===== src/rtl/mul_share_arbiter_taint.sv =====
// Round-robin sharing of one sequential multiplier among NREQ requesters,
// with word-level taint carried through the grant decision.
module mul_share_arbiter_taint #(
    parameter int WIDTH = 4,
    parameter int NREQ  = 4
) (
    input  logic                  clk,
    input  logic                  rst,
    input  logic [NREQ-1:0]       req,
    input  logic [NREQ-1:0]       req_t,
    input  logic [NREQ*WIDTH-1:0] op_a,
    input  logic [NREQ*WIDTH-1:0] op_b,
    input  logic [NREQ-1:0]       op_t,
    output logic                  mul_start,
    output logic                  mul_start_t,
    output logic [WIDTH-1:0]      mul_a,
    output logic [WIDTH-1:0]      mul_b,
    output logic                  mul_op_t,
    input  logic                  mul_done,
    input  logic                  mul_done_t,
    input  logic [2*WIDTH-1:0]    mul_product,
    input  logic                  mul_product_t,
    output logic [NREQ-1:0]       resp_valid,
    output logic                  resp_valid_t,
    output logic [2*WIDTH-1:0]    resp_product,
    output logic                  resp_product_t,
    output logic                  busy
);

    localparam int IW = (NREQ > 1) ? $clog2(NREQ) : 1;

    typedef enum logic [1:0] {
        IDLE,
        ISSUE,
        WAIT,
        RESPOND
    } state_e;

    state_e               r_state;
    state_e               w_next;
    logic [IW-1:0]        r_rr;
    logic [IW-1:0]        r_gnt;
    logic [IW-1:0]        w_gnt;
    logic                 w_found;
    logic                 w_grant_t;
    logic [WIDTH-1:0]     r_a;
    logic [WIDTH-1:0]     r_b;
    logic                 r_op_t;
    logic                 r_state_t;
    logic                 r_rv_t;
    logic [2*WIDTH-1:0]   r_prod;
    logic                 r_prod_t;

    // first set req bit at or above r_rr, wrapping to 0
    always_comb begin
        w_gnt   = '0;
        w_found = 1'b0;
        for (int k = 0; k < NREQ; k++) begin
            int j;
            j = int'(r_rr) + k;
            if (j >= NREQ) j = j - NREQ;
            if (!w_found && req[j]) begin
                w_gnt   = IW'(j);
                w_found = 1'b1;
            end
        end
    end

    // every req bit influences who wins, so any tainted one taints the grant
    assign w_grant_t = |req_t;

    always_comb begin
        w_next = r_state;
        unique case (r_state)
            IDLE:    if (|req) w_next = ISSUE;
            ISSUE:   w_next = WAIT;
            WAIT:    if (mul_done) w_next = RESPOND;
            RESPOND: w_next = IDLE;
            default: w_next = IDLE;
        endcase
    end

    always_ff @(posedge clk) begin
        if (rst) r_state <= IDLE;
        else     r_state <= w_next;
    end

    always_ff @(posedge clk) begin
        if (rst) begin
            r_rr      <= '0;
            r_gnt     <= '0;
            r_a       <= '0;
            r_b       <= '0;
            r_op_t    <= 1'b0;
            r_state_t <= 1'b0;
            r_rv_t    <= 1'b0;
            r_prod    <= '0;
            r_prod_t  <= 1'b0;
        end else begin
            unique case (r_state)
                IDLE: begin
                    if (|req) begin
                        r_gnt     <= w_gnt;
                        r_a       <= op_a[w_gnt*WIDTH +: WIDTH];
                        r_b       <= op_b[w_gnt*WIDTH +: WIDTH];
                        r_op_t    <= op_t[w_gnt] | w_grant_t;
                        r_state_t <= w_grant_t;
                    end
                end
                WAIT: begin
                    if (mul_done) begin
                        r_prod   <= mul_product;
                        r_prod_t <= mul_product_t | mul_done_t | r_state_t;
                        r_rv_t   <= r_state_t | mul_done_t;
                    end
                end
                RESPOND: begin
                    r_rr      <= (r_gnt == IW'(NREQ - 1)) ? '0 : r_gnt + 1'b1;
                    r_state_t <= 1'b0;
                end
                default: ;
            endcase
        end
    end

    // outputs decode registers only; no input reaches an output combinationally
    assign mul_start      = (r_state == ISSUE);
    assign mul_start_t    = (r_state == ISSUE) & r_state_t;
    assign mul_a          = r_a;
    assign mul_b          = r_b;
    assign mul_op_t       = r_op_t;
    assign resp_valid     = (r_state == RESPOND) ? (NREQ'(1) << r_gnt) : '0;
    assign resp_valid_t   = (r_state == RESPOND) & r_rv_t;
    assign resp_product   = r_prod;
    assign resp_product_t = r_prod_t;
    assign busy           = (r_state != IDLE);

endmodule

===== config.mk =====
export PLATFORM = sky130hd
export DESIGN_NAME = mul_share_arbiter_taint
export DESIGN_NICKNAME = d
export VERILOG_FILES = /design/src/rtl/mul_share_arbiter_taint.sv
export SDC_FILE = /design/constraint.sdc
export NUM_CORES = 1
export LEC_CHECK = 0
export ABC_AREA = 1
export CORE_ASPECT_RATIO = 1.75
export CORE_MARGIN = 1.5
export CORE_UTILIZATION = 46
export DETAILED_ROUTE_END_ITERATION = 6
export GPL_ROUTABILITY_DRIVEN = 1
export PLACE_DENSITY = 0.95
export SETUP_SLACK_MARGIN = 0.1
export SLEW_MARGIN = 20
export SYNTH_ARGS = -nofsm -noshare
export SYNTH_HDL_FRONTEND = slang
export SYNTH_SLANG_ARGS = --single-unit

===== constraint.sdc =====
create_clock -name clk -period 2.79 [get_ports clk]
set_input_delay 0.558 -clock clk [delete_from_list [all_inputs] [get_ports clk]]
set_output_delay 0.558 -clock clk [all_outputs]
set_load 0.1 [all_outputs]

==> qor.json <==
{
  "job": {
    "drv.max_cap_violation_count": 0
  },
  "floorplan": {
    "die-area_mm2": 0.004570,
    "core.rowCount": 30,
    "floorplan.initialDensity_pct": 48.54,
    "core_mm2": 0.003941,
    "floorplan.die.width_um": 51.75,
    "chipHeight_um": 88.31,
    "io_pins": 83
  },
  "timing": {
    "worst_clock_skew_ps": 3.796,
    "fin_worst_hold_slack_ps": 497.7,
    "period_share_pct": 82.31,
    "rsz0062_at_grt": "no",
    "slew_worst_pin_ps": 496.8,
    "fin_setup_tns_ps": 0,
    "worst_slew_margin_rel_pct": 66.84,
    "worst_slack_ps": 493.4,
    "final_max_slew_viol_count": 0,
    "fmax_mhz": 435.4,
    "timing.final.crit_period_ps": 2297,
    "final_hold_fails": 0,
    "setup_violations": 0
  },
  "clocking": {
    "cts_tree": "built",
    "setup_fix_buffers_added_after_clock_tree_synthesis": 0,
    "post_cts_resize_count": 0,
    "clk_transition_reported_paths_ps": 90,
    "cts_buffers": 3,
    "cts_sinks": 26,
    "source_to_sink_clock_delay_at_the_later_pin_of_the_worst_skew_pair_ps": 270,
    "clock_tree_buffer_depth": 2,
    "cts_root_buf": "sky130_fd_sc_hd__clkbuf_8",
    "hold_buffers": 0,
    "htreeDepth": 1
  },
  "finish": {
    "antenna_cells_inserted": 0,
    "finalCoreUtilization_pct": 69.33,
    "final_layout_size_suffix_gt1_share_pct": 17.25,
    "area.growth.synth_to_final_pct": 42.84,
    "final_design_area_no_fill_mm2": 0.002733,
    "finalNetCount": 438
  },
  "critical_path": {
    "timing.critical_path.max_delay_family": "simple AND/OR/NAND/NOR gates",
    "crit_path_start_kind": "input port",
    "crit_path_max_fanout": 19,
    "worstPathCellList": "clkdlybuf4s50_1 > inv_1 > o21ai_2 > nand2_1 > nand2_1 > nand4_4 > nand2_8 > nand2_1 > nand3_1 > nand3_1 > nand2_1 > inv_1",
    "worst_path_max_delay_cell": "sky130_fd_sc_hd__clkdlybuf4s50_1",
    "cpMostUsedCell": "sky130_fd_sc_hd__nand2_1",
    "timing.critical_path.arrival_ps": 2470,
    "reg2reg_slack_ps": 610,
    "critPathRequiredTime_ps": 2970,
    "critical_path.max_stage_delay_ps": 480,
    "cp-end-kind": "flip-flop",
    "crit_buf_inv": 3,
    "path_type_of_the_worst_setup_path": "input port to flip-flop"
  },
  "route": {
    "routed_wl_um": 5259,
    "dr.first_iter.drc_count": 46,
    "vias_per_cell": 4.936,
    "vias": 2068,
    "remaining_drc_errors": 0,
    "final_antenna_net_count": 0,
    "drt_pass1_iterations": 4,
    "routed_wire_length_per_instance_um": 12.55
  },
  "logic_synthesis": {
    "yosys_warnings": 0,
    "synth.mux.area_fraction_pct": 0,
    "synth.yosys.seq_area_share_pct": 27.21,
    "synthesized_area_fraction_occupied_by_ao_oa_aoi_and_oai_cells_pct": 8.175,
    "ys_types": 35,
    "combinational_family_with_the_most_area_after_synthesis": "simple AND/OR/NAND/NOR gates",
    "ys_seq_elements": 26,
    "synth_adder_area_share_pct": 5.886,
    "post_synth_and_or_nand_nor_area_fraction_pct": 42.64,
    "synthesis.instances": 291,
    "parity_gate_share_of_the_synthesized_area_counting_xor_and_xnor_cells_pct": 0,
    "syn_nets": 357,
    "syn-mean-instance-area_um2": 6.574,
    "post_synth_instance_area_mm2": 0.001913
  },
  "global_route": {
    "grt_pass1_wl_um": 8197,
    "grt_start_max_net_pins": 20,
    "number_of_antenna_violations_at_the_first_check_in_global_routing": 0,
    "globalRouteOverflowTotal": 0,
    "vias_in_the_first_global_route": 1939,
    "grt_util_all_layers_pct": 23.40
  },
  "place": {
    "dp_hpwl_um": 4223,
    "standard_cell_area_after_detailed_placement_mm2": 0.002678,
    "numPortBuffers": 82,
    "detailedPlace.worstSlack_ps": 227.0,
    "gp_congestion": 0.8857
  },
  "min_path": {
    "hp-class": "flip-flop to flip-flop"
  },
  "outcome": {
    "run_status": "finished clean"
  },
  "power_and_ir_drop": {
    "power.density_cell_area_mw_per_mm2": 1046,
    "power.leakage_nw": 1.427,
    "worst_ir_drop_vdd_uv": 799.3
  }
}
==> report_power, final <==
part / total [W] / internal, W / switching [W]
Clock: 0.000248 / 0.000126 / 0.000121
Sequential: 0.000584 / 0.000490 / 0.0000942
Combinational: 0.00203 / 0.000552 / 0.00147
==> metrics by stage <==
step	power, W	std cells
after global routing	0.003050	419
after global placement	0.002585	415
final	0.002858	419
after CTS	0.002865	419
after floorplan	0.002229	291
after detailed placement	0.002615	415
==> cells in the mapped netlist <==
cell / n / area, µm²
sky130_fd_sc_hd__buf_4: 1 / 7.510
sky130_fd_sc_hd__o211a_1: 1 / 10.01
sky130_fd_sc_hd__nand3_4: 1 / 17.52
sky130_fd_sc_hd__nand2_4: 1 / 11.26
sky130_fd_sc_hd__o21ai_2: 1 / 8.760
sky130_fd_sc_hd__inv_2: 2 / 7.510
sky130_fd_sc_hd__nor4_1: 1 / 6.260
sky130_fd_sc_hd__o211ai_1: 1 / 7.510
sky130_fd_sc_hd__a21oi_2: 1 / 8.760
sky130_fd_sc_hd__nand4_4: 1 / 21.27
sky130_fd_sc_hd__nand3_1: 40 / 200.2
sky130_fd_sc_hd__buf_2: 1 / 5.000
sky130_fd_sc_hd__clkinv_2: 1 / 5.000
sky130_fd_sc_hd__inv_1: 57 / 214.0
sky130_fd_sc_hd__nor2_1: 33 / 123.9
sky130_fd_sc_hd__nand2_8: 2 / 40.04
sky130_fd_sc_hd__and2_2: 1 / 7.510
sky130_fd_sc_hd__nand2_1: 48 / 180.2
sky130_fd_sc_hd__nand3_2: 1 / 10.01
sky130_fd_sc_hd__o21ai_0: 16 / 80.08
sky130_fd_sc_hd__o31ai_1: 1 / 7.510
sky130_fd_sc_hd__clkinv_1: 1 / 3.750
sky130_fd_sc_hd__a21oi_1: 5 / 25.02
sky130_fd_sc_hd__nand4_1: 1 / 6.260
sky130_fd_sc_hd__inv_8: 1 / 11.26
sky130_fd_sc_hd__dfxtp_1: 26 / 520.5
sky130_fd_sc_hd__o221ai_1: 1 / 8.760
sky130_fd_sc_hd__buf_6: 2 / 22.52
sky130_fd_sc_hd__clkbuf_1: 3 / 11.26
sky130_fd_sc_hd__buf_12: 1 / 20.02
sky130_fd_sc_hd__nand2_2: 19 / 118.9
sky130_fd_sc_hd__nand3b_1: 8 / 60.06
sky130_fd_sc_hd__ha_1: 9 / 112.6
sky130_fd_sc_hd__nor3_1: 1 / 5.000
sky130_fd_sc_hd__or4_1: 1 / 7.510
==> placed cells by master, fill, tap and decap left out, types with 2 or more instances in the layout <==
cell	Yosys	layout
sky130_fd_sc_hd__a21oi_1	5	5
sky130_fd_sc_hd__buf_4	1	28
sky130_fd_sc_hd__clkbuf_8	0	4
sky130_fd_sc_hd__clkdlybuf4s50_1	0	56
sky130_fd_sc_hd__dfxtp_1	26	26
sky130_fd_sc_hd__ha_1	9	9
sky130_fd_sc_hd__inv_1	57	57
sky130_fd_sc_hd__inv_2	2	2
sky130_fd_sc_hd__nand2_1	48	48
sky130_fd_sc_hd__nand2_2	19	19
sky130_fd_sc_hd__nand2_8	2	2
sky130_fd_sc_hd__nand3_1	40	40
sky130_fd_sc_hd__nand3b_1	8	8
sky130_fd_sc_hd__nor2_1	33	33
sky130_fd_sc_hd__o21ai_0	16	16
==> flip-flops by register name, indices dropped and copies added (netlist names), 2 cells and up <==
signal and cells:
r_state 2, resp_product 8, mul_a 4, r_rr 2, r_gnt 2, mul_b 4
==> logic make-up after synthesis <==
group | after synthesis
AND/OR/NAND/NOR | 159
adder cells (fa/ha/maj) | 9
flip-flops | 26
AO/OA/AOI/OAI | 27
buffers and inverters | 70
==> routing by layer <==
layer  wire length [µm]  vias to the layer above  global-route usage (%)
met5                  0                        -                       0
met4                206                        0                   12.44
met3                263                       16                   3.378
met2               2835                       79                   43.12
met1               1953                      913                   24.95
li1                   -                     1060                       -
==> worst register-to-register path: stages, from the launching register on <==
cell and delay [ps]:
sky130_fd_sc_hd__dfxtp_1 630, sky130_fd_sc_hd__inv_8 80, sky130_fd_sc_hd__nand2_2 70, sky130_fd_sc_hd__nand2_1 90, sky130_fd_sc_hd__nand2_2 110, sky130_fd_sc_hd__nand2_4 60
sky130_fd_sc_hd__clkinv_2 70, sky130_fd_sc_hd__nand4_4 270, sky130_fd_sc_hd__nand2_8 290, sky130_fd_sc_hd__nand2_1 80, sky130_fd_sc_hd__nand3_1 90, sky130_fd_sc_hd__nand3_1 120
sky130_fd_sc_hd__nand2_1 90, sky130_fd_sc_hd__inv_1 40
==> final timing paths <==
check,cells past startpoint,to,start
max,12,mul_a[1],req[3]
min,2,resp_product[0],resp_product[0]
max reg2reg,13,mul_a[1],r_rr[0]
min reg2reg,2,resp_product[0],resp_product[0]
==> cell type report <==
type | count | area, µm²
Multi-Input combinational cell | 195 | 1085
Fill cell | 320 | 1209
Timing Repair Buffer | 84 | 770.7
Inverter | 62 | 241.5
Sequential cell | 26 | 520.5
Tap cell | 48 | 60.06
Clock buffer | 4 | 55.05
(Power assumes the default switching activity.)
